<file path="config.mk">
export PLATFORM = sky130hd
export DESIGN_NAME = count_sample_fifo
export DESIGN_NICKNAME = d
export VERILOG_FILES = /design/src/rtl/count_sample_fifo.sv
export SDC_FILE = /design/constraint.sdc
export NUM_CORES = 1
export LEC_CHECK = 0
export CORE_MARGIN = 2
export CORE_UTILIZATION = 35
export DETAILED_ROUTE_END_ITERATION = 8
export PLACE_DENSITY = 0.59
export SYNTH_ARGS = -nofsm -noshare
export SYNTH_HDL_FRONTEND = slang
export SYNTH_SLANG_ARGS = --single-unit
</file>
<file path="constraint.sdc">
create_clock -name c -period 2.61 [get_ports c]
set_input_delay 0.3915 -clock c [delete_from_list [all_inputs] [get_ports c]]
set_output_delay 0.3915 -clock c [all_outputs]
set_load 0.02 [all_outputs]
</file>
<file path="src/rtl/count_sample_fifo.sv">
// Captures count_in into a small FIFO on each sample strobe; a valid/ready consumer drains it.
// A sticky overflow flag records samples dropped while the FIFO was full.
module count_sample_fifo #(
    parameter int unsigned WIDTH  = 3,
    parameter int unsigned DEPTH  = 4,
    parameter int unsigned ADDR_W = 2
) (
    input  logic              c,
    input  logic              reset,
    input  logic [WIDTH-1:0]  count_in,
    input  logic              sample,
    input  logic              clear,
    output logic [WIDTH-1:0]  out_data,
    output logic              out_valid,
    input  logic              out_ready,
    output logic [ADDR_W:0]   level,
    output logic              full,
    output logic              overflow
);

    localparam logic [ADDR_W:0] LEVEL_MAX = (ADDR_W+1)'(DEPTH);
    localparam logic [ADDR_W:0] LEVEL_ONE = (ADDR_W+1)'(1);

    typedef enum logic [1:0] {
        ST_EMPTY   = 2'd0,
        ST_PARTIAL = 2'd1,
        ST_FULL    = 2'd2
    } state_e;

    state_e             state_q;
    logic [WIDTH-1:0]   mem_q [DEPTH];
    logic [ADDR_W-1:0]  rd_ptr_q, rd_ptr_d;
    logic [ADDR_W-1:0]  wr_ptr_q, wr_ptr_d;
    logic [ADDR_W:0]    level_q, level_d;
    logic [WIDTH-1:0]   data_q, data_d;
    logic               valid_q;
    logic               full_q;
    logic               overflow_q;
    logic               push;
    logic               pop;
    logic               drop;

    assign pop  = valid_q & out_ready;
    assign push = sample & ((state_q != ST_FULL) | pop);
    assign drop = sample & (state_q == ST_FULL) & ~pop;

    // Next pointers/level; the registered head forwards count_in when the new entry becomes the head.
    always_comb begin
        rd_ptr_d = rd_ptr_q;
        wr_ptr_d = wr_ptr_q;
        level_d  = level_q;
        data_d   = '0;
        if (clear) begin
            rd_ptr_d = '0;
            wr_ptr_d = '0;
            level_d  = '0;
        end else begin
            if (push) wr_ptr_d = wr_ptr_q + ADDR_W'(1);
            if (pop)  rd_ptr_d = rd_ptr_q + ADDR_W'(1);
            if (push && !pop)      level_d = level_q + LEVEL_ONE;
            else if (pop && !push) level_d = level_q - LEVEL_ONE;
            if (level_d != '0) begin
                data_d = (push && (wr_ptr_q == rd_ptr_d)) ? count_in : mem_q[rd_ptr_d];
            end
        end
    end

    // Storage has no reset; contents are only read once written.
    always_ff @(posedge c) begin
        if (push && !clear) mem_q[wr_ptr_q] <= count_in;
    end

    always_ff @(posedge c or posedge reset) begin
        if (reset) begin
            state_q    <= ST_EMPTY;
            rd_ptr_q   <= '0;
            wr_ptr_q   <= '0;
            level_q    <= '0;
            data_q     <= '0;
            valid_q    <= 1'b0;
            full_q     <= 1'b0;
            overflow_q <= 1'b0;
        end else begin
            rd_ptr_q <= rd_ptr_d;
            wr_ptr_q <= wr_ptr_d;
            level_q  <= level_d;
            data_q   <= data_d;
            valid_q  <= (level_d != '0);
            full_q   <= (level_d == LEVEL_MAX);
            if (clear) begin
                state_q    <= ST_EMPTY;
                overflow_q <= 1'b0;
            end else begin
                if (drop) overflow_q <= 1'b1;
                case (state_q)
                    ST_EMPTY: begin
                        if (push) state_q <= ST_PARTIAL;
                    end
                    ST_PARTIAL: begin
                        if (push && !pop && (level_q == LEVEL_MAX - LEVEL_ONE)) state_q <= ST_FULL;
                        else if (pop && !push && (level_q == LEVEL_ONE))        state_q <= ST_EMPTY;
                    end
                    ST_FULL: begin
                        if (pop && !push) state_q <= ST_PARTIAL;
                    end
                    default: state_q <= ST_EMPTY;
                endcase
            end
        end
    end

    assign out_data  = data_q;
    assign out_valid = valid_q;
    assign level     = level_q;
    assign full      = full_q;
    assign overflow  = overflow_q;

endmodule

</file>
After elaboration in Yosys (flattened, before gate mapping)
Memories as Yosys holds them, arrays and structs flattened.
Index checks and enable logic that the tools add are counted.

cells by class
  add/subtract/negate cells = 4
  eq/ne operators = 10
  multiplexer cells = 22
  bitwise logic cells = 6
  reduce and logical (&&, ||, !) cells = 15

operators with widths
  kind                                                   count
  2-to-1 mux 3 bit                                       7
  2-to-1 mux 2 bit                                       10
  logical AND 1 bit                                      6
  one-hot mux 2 bit (3 select lines)                     1
  nonzero test 3 bit                                     2
  adder 2 x 1 -> 2 bit, second input constant            2
  bitwise AND 1 bit                                      4
  2-to-1 mux 1 bit                                       4
  inequality test 4 bit, second input constant           1
  nonzero test 2 bit                                     2
  adder 3 x 1 -> 3 bit, second input constant            1
  == test 3 x 1 -> 1 bit, second input constant          1
  == test 3 x 2 -> 1 bit, second input constant          1
  == test 3 bit, second input constant                   1
  zero test 1 bit                                        3
  inequality test 3 x 2 -> 1 bit, second input constant  1
  inequality test 3 bit, second input constant           1
  AND reduction 3 bit                                    1
  subtractor 3 x 1 -> 3 bit, second input constant       1
  == test 2 x 1 -> 1 bit, second input constant          1
  == test 2 bit                                          1
  == test 2 bit, second input constant                   1
  zero test 2 bit                                        1
  inequality test 2 bit, second input constant           1
  2 further kinds                                        2

word-level totals
  register bits = 15
  bits in writable memories = 12
  input port bits = 8
  output and inout bits = 9
  memories = 1

memory list
  memory  depth  width  rd ports  clocked after memory_dff  wr ports  RTL line  source
  mem_q   4      3      1         0                         1         31        logic [WIDTH-1:0] mem_q [DEPTH];

Logic depth before layout (Yosys ltp)
Gate-level depths: netlist (run 1).

  depth in word-level cells = 11
  mapped depth = 7
  mapped depth without buffers = 7

Worst setup path after synthesis (run 1)
Ideal clock, no wire load.

  path kind = register to register
  start point = reg level_q[0] (netlist: level[0])
  end point = reg data_q[0] (netlist: out_data[0])
  setup time = 0.086 ns
  arrival = 1.741 ns
  required time = 2.524 ns
  path slack = 0.783 ns
  cell stages (with the launch flop) = 8
  buffers on the path = 0
  period minus slack after synthesis = 1.827 ns
  cells stage by stage = dfrtp_1 -> inv_1 -> ha_1 -> nor4bb_1 -> a311oi_1 -> nor3_2 -> a21oi_1 -> nor3_1

on the way
  longest elaborated chain between the ends = 7
  elaborated cells on any way between the ends = 8
  classes of those cells = add/sub: 2; mux: 5; reduce/logical: 1

RTL lines
  element                    RTL line  source
  start: declaration         34        logic [ADDR_W:0] level_q, level_d;
  start signal: assignment   86        level_q <= level_d;
  subtractor 3 x 1 -> 3 bit  61        else if (pop && !push) level_d = level_q - LEVEL_ONE;
  2-to-1 mux 3 bit           61
  2-to-1 mux 3 bit *         60        if (push && !pop) level_d = level_q + LEVEL_ONE;
  2-to-1 mux 3 bit *         53        if (clear) begin
  nonzero test 3 bit *       62        if (level_d != '0) begin
  2-to-1 mux 3 bit *         62
  2-to-1 mux 3 bit *         53
  via data_d[0]              35        logic [WIDTH-1:0] data_q, data_d;
  end signal: assignment     87        data_q <= data_d;
  end: declaration           35

The timed path passes the listed nets; every way through them passes the cells marked *. The select of a mux whose other input is x is not followed.
A chain may end at the register's enable or synchronous reset.

Worst setup path in the final report (run 1)
  start point = in out_ready
  end point = reg data_q[0] (netlist: out_data[0])

on the way
  longest elaborated chain between the ends = 11
  elaborated cells on any way between the ends = 19
  classes of those cells = eq/ne: 1; mux: 8; bitwise: 3; reduce/logical: 6; memory: 1

RTL lines
  element              RTL line  source
  start: declaration   15        input logic out_ready,
  bitwise AND 1 bit *  43        assign pop = valid_q & out_ready;
  bitwise OR 1 bit     44        assign push = sample & ((state_q != ST_FULL) | pop);
  bitwise AND 1 bit    44
  zero test 1 bit      61
  logical AND 1 bit    61
  2-to-1 mux 3 bit     61
  2-to-1 mux 3 bit     60
  2-to-1 mux 3 bit     53
  nonzero test 3 bit   62
  2-to-1 mux 3 bit *   62
  2-to-1 mux 3 bit *   53
  via data_d[0]        35

Marks and branches as above.

==> results of run 1 <==
[stage by stage]
| stage | std cells | power (mW) | utilization, % | worst slack (ns) | hold WS, ns |
|---|---|---|---|---|---|
| 2_1_floorplan | 146 | 0.810 | - | 0.783 | 0.293 |
| 3_3_place_gp | 209 | 0.928 | 40.2 | 0.395 | 0.487 |
| 3_5_place_dp | 209 | 0.935 | 40.2 | 0.325 | 0.487 |
| 4_1_cts | 213 | 1.17 | 41.3 | 0.626 | 0.477 |
| 5_1_grt | 213 | 1.23 | 41.3 | 0.448 | 0.517 |
| 6_report | 213 | 1.16 | 41.3 | 0.572 | 0.467 |
[registers in the layout (all words and copies together), names as in the netlist]
| register | count |
|---|---|
| out_valid | 1 |
| out_data | 3 |
| rd_ptr_q | 2 |
| mem_q | 12 |
| overflow | 1 |
| state_q | 2 |
| full | 1 |
| wr_ptr_q | 2 |
| level | 3 |
[worst min path at each step]
stage                        start    endpoint  slack [ns]
final                        reset  state_q[0]        0.47
after detailed placement  overflow    overflow        0.49
after floorplan              reset        full        0.29
after global placement    overflow    overflow        0.49
after global routing         reset  state_q[0]        0.52
after CTS                    reset  state_q[0]        0.48
[cells by family (layout without fill, tap and decap cells)]
kind of cell / count (synthesis) / after routing / synth area share [%]
and+or+nand+nor: 49 / 49 / 17.5
AOI/OAI and AO/OA: 35 / 35 / 16.4
xor gates and xnor gates: 7 / 7 / 4.00
adders and majority gates: 8 / 8 / 6.53
muxes: 4 / 4 / 2.78
buffers and inverters: 16 / 31 / 4.82
DFF: 27 / 27 / 48.0
[area by class of cell]
cell class                 instances  area, um2
fill                             425       2520
sequential                        27        736
multi-input combinational        103        723
timing repair buffer              16        160
tap                               52       65.1
clock buffer                       3       41.3
inverter                          11       41.3
clock inverter                     1       5.00
[power groups by stage]
stage               Sequential [mW]  Combinational, mW  Clock, mW
floorplan                     0.566              0.243          0
global placement              0.548              0.380          0
detailed placement            0.551              0.384          0
CTS                           0.542              0.387      0.242
global route                  0.550              0.422      0.261
finish                        0.543              0.386      0.235
[layer usage]
metal  part of all wire (%)  global-route usage (%)
met4                    2.1                    6.41
met1                     47                    17.8
met2                     47                    20.6
met5                      0                       0
met3                    3.2                    1.59
[Yosys cell counts (5+ instances only)]
| library cell | number |
|---|---|
| a21oi_1 | 7 |
| o21ai_0 | 5 |
| nand2_1 | 5 |
| nor2_1 | 15 |
| ha_1 | 8 |
| and2_1 | 5 |
| inv_1 | 11 |
| nor3_1 | 5 |
| xnor2_1 | 5 |
| dfrtp_1 | 15 |
| edfxtp_1 | 12 |
==> run metrics, run 1 <==
CP Launch Type=input pin; dpl hpwl=2380 um; dominant cell type by area after synthesis=dfrtp_1; core footprint=roughly 0.0043 mm2; Synth area leaders=dfrtp_1, edfxtp_1, ha_1; P_leak=roughly 0.67 nW; TNS Setup=0 ns; reg2reg start=level[0]; Critical Path End Type=flop; first-pass GRT wire length=5100 um; RSZ-0062 raised after global routing=false; HP Class=in2async; Avg Cell Area, Syn=10.5 um2; crit path time final=~2.0 ns; total vias in the final route=1,178; status=finished, final reports clean; Comb power frac=33.2%; Worst Setup SP=out_ready; max cap viols=0; Antenna Nets Post-Route=0; residual overflow from global routing=0; Critical Path AT=around 2.2 ns; Max Clk Rate=slightly below 500 MHz; Switching Power=just under 0.4 mW; commonest non-fill, non-tap cells in the layout=clkdlybuf4s50_1, nor2_1, dfrtp_1; Initial Util=35.7%; # DRC=0; fin. max-slew vios=0; drt total wl=3200 um; Chip Height=about 70 um; Final Hold Vio Count=0; switch share=33.9%; Primary FF master, synth=dfrtp_1; Worst-Margin Slew=0.592 ns; layout cell share with drive strength beyond 1=~8.1%; commonest non-fill, non-tap cell in the layout=clkdlybuf4s50_1; Final Cell Area=~0.0018 mm2; clk slew on worst S/H paths=about 0.09 ns; PostCTS Resize Cnt=0; Tot GR Track Use=a little over an eighth; synthesized flop and latch total=27; synth unique cells=50; Largest stage delay, worst path=0.64 ns; Rows=24; Worst-Skew Late Latency=0.28 ns; Max clock buf depth=2; sequential cell area fraction in the yosys report=48.0%; Worst VDD drop=0.000234 V; largest net degree at the start of global routing=16; Async S/R FF share, synth=between 50% and 60%; Mapped Area=roughly 0.0015 mm2; die footprint=a little under 0.005 mm2; input/output buffers=16; Post-CTS Setup Repair Bufs=0; Root Buffer=clkbuf_8; critical path's slowest cell=clkdlybuf4s50_1; CTS tree=done; CP cell instances=clkdlybuf4s50_1, nand2_1, nor3_1, o21ai_1, a21oi_1, nor3_1; Seq pwr share=46.6%; reg2reg path depth=7; Buf+Inv Stages, Crit Path=1; post-synthesis instance total=146; Max H-tree Level=1; diode count=0; CP Depth=6; vias in the first global route=roughly 1,100; Clk pwr share=20.2%; Area growth, synth to finish=15.6%; Setup CP Type=in2reg; pwr dens=between 600 and 700 mW/mm2; DRT Pass-1 Iters=5; # clock sinks=27; cell mode on critical path=nor3_1; Nets=about 180; RD Place Congestion=roughly 1.0; crit path max fanout=14; top cell type's share of synthesized area=around 24%; R2R Setup Slk=a little over 0.6 ns; cts bufs inserted=3; reg-to-reg critical path endpoint=out_data[0]; WP data required=about 2.8 ns; syn nets=roughly 160; CP delay by family, top=simple AND/OR/NAND/NOR gates; part of the cycle the worst path needs=approximately 80%; number of synthesized flops with an enable pin=12; Yosys Warn Count=0; DR iter-0 viols=55; hold buffer count at cts=0; die width=approximately 70 um; placed instance area=0.00173 mm2; initial antenna violation count=0; Max-slew headroom=60.5%; final setup violation count=0; final clock skew=0.00941 ns; Top Ports=17; crit path capture=out_data[0]; drt via density=5.53; drt wl/cell=roughly 15 um; internal power=0.769 mW
(Power assumes the default switching activity.)
==> run 2, diff against run 1 <==
==> constraint.sdc (replaced) <==
create_clock -name c -period 2.1 [get_ports c]
set_input_delay 0.315 -clock c [delete_from_list [all_inputs] [get_ports c]]
set_output_delay 0.315 -clock c [all_outputs]
set_load 0.02 [all_outputs]
==> run metrics, run 2 (same netlist as run 1, synthesis figures left out) <==
status=finished, final reports clean; Layout Cells excl Fill=225; Critical Path AT=around 2 ns; critical path's slowest cell=clkdlybuf4s50_1; commonest non-fill, non-tap cell in the layout=clkdlybuf4s50_1; layout cell share with drive strength beyond 1=between 10% and 20%; worst setup margin=roughly 0.24 ns; max cap viols=0; commonest non-fill, non-tap cells in the layout=clkdlybuf4s50_1, nor2_1, dfrtp_1; crit path time final=around 1.9 ns; total vias in the final route=approximately 1,200; vias in the first global route=approximately 1,100; RSZ-0062 raised after global routing=false; RD Place Congestion=0.912; TNS Setup=0 ns; Critical Path End Type=flop; final setup violation count=0; Area growth, synth to finish=21.6%; clk slew on worst S/H paths=0.09 ns; post-place setup slack=-0.0138 ns; CP Depth=7; CP cell instances=clkdlybuf4s50_1, a21boi_2, a21oi_1, a31oi_1, a21oi_1, buf_4, a211oi_1; initial antenna violation count=0; Nets=190; DR iter-0 viols=155; die width=about 70 um; Top Ports=17; drt total wl=between 3000 and 4000 um; residual overflow from global routing=0; drt wl/cell=roughly 15 um; Max clock buf depth=2; Largest stage delay, worst path=~0.57 ns; CTS tree=done; fin. max-slew vios=0; Seq. cell area=between 700 and 800 um2; # clock sinks=27; PostCTS Resize Cnt=0; Worst Setup SP=out_ready; Buf+Inv Stages, Crit Path=2; Chip Height=70.2 um; reg2reg path depth=8; Reg with most FFs=mem_q; Post-CTS Setup Repair Bufs=0; flip-flop count of the largest register after layout=12; Setup CP Type=in2reg; Multi-input gate area=between 700 and 800 um2; Worst-Skew Late Latency=~0.27 ns; P_leak=around 0.73 nW; HP Class=in2async; final core utilization=43.4%; dpl hpwl=approximately 2600 um; pwr dens=807 mW/mm2; WP data required=2.28 ns; Root Buffer=clkbuf_8; Final Hold Vio Count=0; Final Cell Area=roughly 0.0019 mm2; reg2reg start=level[0]; DRT Pass-1 Iters=6; Max-slew headroom=around 59%; CP delay by family, top=compound AO/OA/AOI/OAI gates; Antenna Nets Post-Route=0; drt via density=5.31; cell mode on critical path=a21oi_1; # DRC=0; diode count=0; Max Clk Rate=539 MHz; placed instance area=between 0.0015 and 0.002 mm2; dpl cells=~220; fillers=just over 400; first-pass GRT wire length=5690 um; Worst VDD drop=0.000270 V; part of the cycle the worst path needs=88.4%; die footprint=0.00492 mm2; crit path max fanout=9; CP Launch Type=input pin; Worst-Margin Slew=a little over 0.6 ns; Tot GR Track Use=14.4%; core footprint=around 0.0043 mm2; Max H-tree Level=1; final clock skew=between 0.008 and 0.009 ns; Rows=24; largest net degree at the start of global routing=16; Initial Util=between 30% and 40%; hold buffer count at cts=0; input/output buffers=16; cts bufs inserted=3
[run 2: area by class of cell]
cell class                 instances  area share, %
clock buffer                       4           2.62
inverter                          11           2.21
multi-input combinational        103           38.8
sequential                        27           39.5
tap                               52           3.49
timing repair buffer              28           13.4
[run 2: through the flow]
| stage | power [mW] | hold slack, ns |
|---|---|---|
| 4_1_cts | 1.51 | 0.422 |
| 2_1_floorplan | 1.01 | 0.216 |
| 5_1_grt | 1.60 | 0.465 |
| 3_3_place_gp | 1.21 | 0.478 |
| 6_report | 1.50 | 0.405 |
| 3_5_place_dp | 1.21 | 0.490 |
[run 2: per-layer routing]
layer  track usage, %  wire length, um  vias to the layer above
li1                 -                -                      584
met1             20.4             1590                      585
met2             23.0             1660                       23
met3             1.73               77                        2
met4             4.91               10                        0
met5                0                0                        -
[run 2: power breakdown]
part	internal [mW]	total (mW)	switching, mW
Clock	0.149	0.301	0.152
Combinational	0.261	0.551	0.290
Sequential	0.605	0.652	0.0470
[run 2: final timing paths]
kind,slack [ns],end
min reg2reg,0.51,overflow
min,0.41,overflow
min in group c,0.51,overflow
max in group asynchronous,1.29,wr_ptr_q[1]
max,0.24,out_data[2]
max reg2reg,0.28,out_data[2]
